==> src/rtl/gf180mcu_fd_sc_mcu9t5v0__icg_en_ctl.sv <==
// Enable controller for an integrated clock gate: wakes the gated domain on
// demand, flags it ready after a fixed settle time, and shuts it down after an idle hold-off.
module gf180mcu_fd_sc_mcu9t5v0__icg_en_ctl #(
    parameter int unsigned WAKE_CYC = 2,
    parameter int unsigned DLY_W    = 4
) (
    input  logic             CLK,
    input  logic             RST,
    input  logic             REQ,
    input  logic             BUSY,
    input  logic             FORCE_ON,
    input  logic [DLY_W-1:0] IDLE_DLY,
    output logic             E,
    output logic             RDY,
    output logic [1:0]       STATE
);

    typedef enum logic [1:0] {
        S_OFF   = 2'd0,
        S_WAKE  = 2'd1,
        S_ON    = 2'd2,
        S_DRAIN = 2'd3
    } state_t;

    localparam logic [3:0] WAKE_LOAD = 4'(WAKE_CYC - 1);

    state_t           state, state_nxt;
    logic [3:0]       wake_cnt, wake_cnt_nxt;
    logic [DLY_W-1:0] idle_cnt, idle_cnt_nxt;
    logic             act;

    always_comb begin
        act          = REQ | BUSY | FORCE_ON;
        state_nxt    = state;
        wake_cnt_nxt = wake_cnt;
        idle_cnt_nxt = idle_cnt;
        unique case (state)
            S_OFF: begin
                if (act) begin
                    state_nxt    = S_WAKE;
                    wake_cnt_nxt = WAKE_LOAD;
                end
            end
            // Wake always runs to completion so RDY timing is fixed relative to E.
            S_WAKE: begin
                if (wake_cnt == '0) state_nxt = S_ON;
                else                wake_cnt_nxt = wake_cnt - 4'd1;
            end
            S_ON: begin
                if (!act) begin
                    state_nxt    = S_DRAIN;
                    idle_cnt_nxt = IDLE_DLY;
                end
            end
            // Activity beats an expiring counter; at zero we leave rather than wrap.
            S_DRAIN: begin
                if (act)                 state_nxt = S_ON;
                else if (idle_cnt == '0) state_nxt = S_OFF;
                else                     idle_cnt_nxt = idle_cnt - 1'b1;
            end
            default: state_nxt = S_OFF;
        endcase
    end

    // E and RDY are registered from the next state so they come straight off flops.
    always_ff @(posedge CLK) begin
        if (RST) begin
            state    <= S_OFF;
            wake_cnt <= '0;
            idle_cnt <= '0;
            E        <= 1'b0;
            RDY      <= 1'b0;
        end else begin
            state    <= state_nxt;
            wake_cnt <= wake_cnt_nxt;
            idle_cnt <= idle_cnt_nxt;
            E        <= (state_nxt != S_OFF);
            RDY      <= (state_nxt == S_ON) || (state_nxt == S_DRAIN);
        end
    end

    assign STATE = state;

endmodule

==> config.mk <==
export PLATFORM = sky130hd
export DESIGN_NAME = gf180mcu_fd_sc_mcu9t5v0__icg_en_ctl
export DESIGN_NICKNAME = d
export VERILOG_FILES = /design/src/rtl/gf180mcu_fd_sc_mcu9t5v0__icg_en_ctl.sv
export SDC_FILE = /design/constraint.sdc
export NUM_CORES = 1
export LEC_CHECK = 0
export ABC_AREA = 1
export ABC_CLOCK_PERIOD_IN_PS = 2400
export CORE_AREA = 4 4 41 43
export DETAILED_ROUTE_END_ITERATION = 6
export DIE_AREA = 0 0 45 47
export GPL_ROUTABILITY_DRIVEN = 0
export PLACE_DENSITY = 0.74
export SLEW_MARGIN = 30
export SYNTH_ARGS = -nofsm -noshare
export SYNTH_HDL_FRONTEND = slang
export SYNTH_SLANG_ARGS = --single-unit
==> constraint.sdc <==
create_clock -name CLK -period 2.4 [get_ports CLK]
set_clock_uncertainty 0.1 [all_clocks]
set_input_delay 0.72 -clock CLK [delete_from_list [all_inputs] [get_ports CLK]]
set_output_delay 0.72 -clock CLK [all_outputs]
set_load 0.02 [all_outputs]
==> impl_metrics.ini, run 1 <==
[clock_network]
cts_buffer_depth = 2
clock_sinks = 11
hold_buffers = 0
path_clk_slew_ns = 0.07
cts_root_buf = clkbuf_4
cts_buffers = 3
worst_skew_pair.late_latency_ns = 0.26
cts_tree = done
post_cts_resized = 0
post_cts_buffers = 0
ctsHtreeMaxLevel = 1

[die]
die_area_um2 = 2120
start_util_pct = 47.5
row_count = 13
fp.dieW_um = 45
core_area_um2 = 1300
ioPinCount = 13
fp.dieH_um = 47

[finish]
n_antenna_cell = 0
final.fill_count = 132
final_nets = 119
drive_above_1_share_pct = 15.9
area_growth_pct = 25.5
fin_area_um2 = 776

[pwr]
peakVddDrop_mv = 0.540
p_per_area_nw_per_um2 = 850
power.leakage_nw = 0.342

[sta]
slew_viol_final = 0
post-route-min-period_ns = 2.24
hold_viol = 0
hold_slack_ns = 0.383
slew-limit-headroom_pct = 80.4
fin_tns_setup_ns = 0
setup-violations-final = 0
tightest_slew_ns = 0.293
fin_ws_ns = 0.165
rsz0062_at_grt = false
finalCritPeriodShare_pct = 93.1
fmax_mhz = 447

[drt]
drtPass1Iterations = 4
wl_per_cell_um = 9.25
drtAntennaViolNets = 0
wl_mm = 1.13
dr.first_iter.drc_count = 6
vias_per_cell = 4.77
drcViolationCount = 0
dr_total_vias = 582

[global_routing]
grt_max_degree = 8
grtUsageTotal_pct = 12.9
overflow = 0
grt_pass1_wl_mm = 1.96
grt_pass1_vias = 516
antenna_found_initial = 0

[setup_path]
crit_path_end_kind = output port
critPathMaxStageDelay_ns = 0.67
crit_chain = clkdlybuf4s50_1
worst_path_max_delay_cell = clkdlybuf4s50_1
crit_fanout = 7
cp.arrival_ns = 1.42
crit_type = reg -> out
worst-path-buf-inv = 1
critPathTopFamily = buffers and inverters
cp-start-kind = register
cp.required_ns = 1.58

[synth]
yosys_warnings = 0
synth_cell_type_count = 19
netlist_area_um2 = 618
ys_seq_elements = 11
syn_avg_cell_area_um2 = 6.72
syn_inst = 92
ys_seq_area_share_pct = 35.6
synth_nets = 103

[placed_design]
io_buffers = 12
dpl_cell_area_um2 = 749
dp_slack_ns = 0.370
dpl.hpwl_um = 946

[run_status]
status = completed

[min_path]
hp-class = reg -> reg

[run]
cap_violations = 0
[report_power, final]
part | switching, mW | leakage, nW | internal [mW]
Combinational | 0.159 | 0.237 | 0.121
Sequential | 0.0367 | 0.0901 | 0.220
Clock | 0.0581 | 0.0150 | 0.0642
Total | 0.254 | 0.342 | 0.405
[final cells by class]
cell class | instances | area [µm²] | share of cell area (%)
flip-flops and latches | 11 | 220 | 28.4
multi-input cells | 65 | 334 | 43.1
well taps | 15 | 18.8 | 2.42
clock buffers | 4 | 26.3 | 3.39
inverters | 15 | 56.3 | 7.26
repair buffers | 12 | 120 | 15.5
[synth_stat cells]
| master | instances | share of area [%] |
|---|---|---|
| nand3_2 | 1 | 1.6 |
| nand2_1 | 20 | 12 |
| a21oi_2 | 1 | 1.4 |
| inv_1 | 10 | 6.1 |
| or2_1 | 3 | 3.0 |
| nor2_1 | 9 | 5.5 |
| o21ai_2 | 1 | 1.4 |
| a21oi_1 | 6 | 4.9 |
| ha_1 | 2 | 4.0 |
| buf_4 | 1 | 1.2 |
| or2_0 | 1 | 1.0 |
| nand3_1 | 9 | 7.3 |
| inv_2 | 5 | 3.0 |
| dfxtp_1 | 11 | 36 |
| nor2_4 | 1 | 1.8 |
| nor3_1 | 1 | 0.81 |
| nor2_2 | 3 | 3.0 |
| nand2_2 | 2 | 2.0 |
| o21ai_0 | 5 | 4.0 |
[routing by layer]
metal	vias to the layer above	track usage, %	part of all wire, %	routed length, µm
met5	-	0	0	0
met3	0	3.45	4.3	48
met2	8	21.8	51	574
met4	0	7.02	0	0
met1	258	14.7	45	505
li1	316	-	-	-
[flip-flops by register name, summed over array words and instances (netlist names)]
name      flops
STATE         1
idle_cnt      4
E             1
wake_cnt      4
RDY           1
[final timing paths]
kind                                  start          end  slack [ns]  cells past startpoint
worst max-delay path                    RDY     STATE[1]        0.16                      1
worst min-delay path            idle_cnt[3]  idle_cnt[3]        0.38                      2
worst max register to register  idle_cnt[0]            E        0.97                      9
worst min register to register  idle_cnt[3]  idle_cnt[3]        0.38                      2
[through the flow]
stage	total power, mW	cells	utilization (%)
2_1_floorplan	0.457	92	-
3_3_place_gp	0.538	118	57.6
3_5_place_dp	0.543	118	57.6
4_1_cts	0.669	122	59.6
5_1_grt	0.713	122	59.6
6_report	0.659	122	59.6
[cell usage in the layout (no fill, tap or decap)]
master / count
a21oi_1: 6
nand3_2: 1
nor2_4: 1
clkbuf_1: 1
or2_1: 3
nor3_1: 1
nand2_2: 2
a21oi_2: 1
inv_1: 10
dfxtp_1: 11
nand3_1: 9
nor2_2: 3
or2_0: 1
ha_1: 2
clkbuf_4: 3
nor2_1: 9
nand2_1: 20
o21ai_2: 1
o21ai_0: 5
inv_2: 5
clkdlybuf4s50_1: 12
[worst min-delay path, stage by stage (launching register included)]
cell,delay [ns]
dfxtp_1,0.32
nand2_1,0.06
a21oi_1,0.05
[kinds of logic after synthesis]
group / synth area share (%)
simple gates: 38.3
buf+inv: 10.3
compound gates: 11.7
flops: 35.6
fa+ha+maj: 4.05
Note: power is estimated with default switching activity, not from simulation.
==> inputs of run 2 (changes only) <==
--- a/config.mk
+++ b/config.mk
@@ -7,9 +7,9 @@
 export LEC_CHECK = 0
 export ABC_AREA = 1
 export ABC_CLOCK_PERIOD_IN_PS = 2400
-export CORE_AREA = 4 4 41 43
+export CORE_AREA = 2 2 39 41
 export DETAILED_ROUTE_END_ITERATION = 6
-export DIE_AREA = 0 0 45 47
+export DIE_AREA = 0 0 41 43
 export GPL_ROUTABILITY_DRIVEN = 0
 export PLACE_DENSITY = 0.74
 export SLEW_MARGIN = 30
==> impl_metrics.ini, run 2 (synthesis gave the netlist of run 1 again) <==
[sta]
tightest_slew_ns = 0.269
hold_viol = 0
slew-limit-headroom_pct = 82.0
fmax_mhz = 450
slew_viol_final = 0
post-route-min-period_ns = 2.22
fin_tns_setup_ns = 0
finalCritPeriodShare_pct = 92.6
rsz0062_at_grt = false
setup-violations-final = 0
fin_ws_ns = 0.177

[die]
fp.dieH_um = 43
core_area_um2 = 1380
die_area_um2 = 1760
start_util_pct = 44.7
row_count = 14
fp.dieW_um = 41
ioPinCount = 13

[global_routing]
grt_max_degree = 8
grtUsageTotal_pct = 17.8
grt_pass1_vias = 505
grt_pass1_wl_mm = 2.04
antenna_found_initial = 0
overflow = 0

[clock_network]
ctsHtreeMaxLevel = 1
path_clk_slew_ns = 0.07
cts_root_buf = clkbuf_4
hold_buffers = 0
post_cts_buffers = 0
cts_buffer_depth = 2
clock_sinks = 11
post_cts_resized = 0
cts_tree = done
worst_skew_pair.late_latency_ns = 0.27
cts_buffers = 3

[setup_path]
crit_fanout = 7
critPathTopFamily = buffers and inverters
crit_path_end_kind = output port
crit_type = reg -> out
cp.required_ns = 1.58
crit_chain = clkdlybuf4s50_1
critPathMaxStageDelay_ns = 0.66
worst-path-buf-inv = 1
cp-start-kind = register
worst_path_max_delay_cell = clkdlybuf4s50_1
cp.arrival_ns = 1.40

[finish]
postLayoutCoreUtil_pct = 56.1
drive_above_1_share_pct = 15.9
largest_registers = idle_cnt: 4 flops, wake_cnt: 4 flops
n_antenna_cell = 0
final.fill_count = 145
stdcell_count = 123
layout_commonest_cell = nand2_1
mostFrequentLayoutCells = nand2_1 (20), clkdlybuf4s50_1 (12), dfxtp_1 (11)
area_growth_pct = 25.7
final_nets = 119

[run]
cap_violations = 0

[placed_design]
dp_slack_ns = 0.352
io_buffers = 12
dpl.hpwl_mm = 1.02
dp.cells = 119

[drt]
dr.first_iter.drc_count = 6
wl_per_cell_um = 10.2
drtPass1Iterations = 2
drtAntennaViolNets = 0
dr_total_vias = 588
vias_per_cell = 4.78
wl_mm = 1.26
drcViolationCount = 0

[pwr]
power.internal_mw = 0.405
switching_share_pct = 39.4
peakVddDrop_mv = 0.456
combPwrFrac_pct = 42.0
clock_power_share_pct = 19.4
switchingPower_mw = 0.263
power.leakage_nw = 0.342
p_per_area_nw_per_um2 = 860
seq_power_share_pct = 38.6

[run_status]
status = completed

[min_path]
hp-class = reg -> reg
[run 2: metal layers]
metal | up-vias | GRT usage [%] | share of wire [%]
met3 | 4 | 4.71 | 3.9
met2 | 7 | 27.5 | 48
li1 | 319 | - | -
met4 | 0 | 12.0 | 2.3
met5 | - | 0 | 0
met1 | 258 | 20.2 | 45
[run 2: worst paths after layout]
kind | slack, ns | startpoint | cells after the start | endpoint
worst max-delay path | 0.18 | RDY | 1 | RDY
worst min-delay path | 0.38 | idle_cnt[2] | 2 | idle_cnt[2]
worst max register to register | 0.93 | idle_cnt[0] | 9 | E
worst min register to register | 0.38 | idle_cnt[2] | 2 | idle_cnt[2]
[run 2: area by class of cell]
type	instances	area (µm²)	share of cell area (%)
Tap cell	16	20.0	2.58
Multi-Input combinational cell	65	334	43.0
Timing Repair Buffer	12	120	15.5
Inverter	15	56.3	7.25
Clock buffer	4	26.3	3.38
Sequential cell	11	220	28.3
[run 2: stage by stage]
| step | area [µm²] | hold WS [ns] | power, mW |
|---|---|---|---|
| 6_report | 777 | 0.380 | 0.669 |
| 5_1_grt | 777 | 0.423 | 0.718 |
| 4_1_cts | 777 | 0.384 | 0.676 |
| 3_5_place_dp | 751 | 0.372 | 0.547 |
| 3_3_place_gp | 751 | 0.368 | 0.536 |
| 2_1_floorplan | 618 | 0.350 | 0.457 |
[run 2: power groups by stage]
stage,Combinational [mW],Sequential (mW),Clock (mW)
floorplan,0.179,0.277,0
global placement,0.276,0.260,0
detailed placement,0.284,0.263,0
CTS,0.285,0.259,0.132
global route,0.314,0.264,0.141
finish,0.281,0.258,0.129
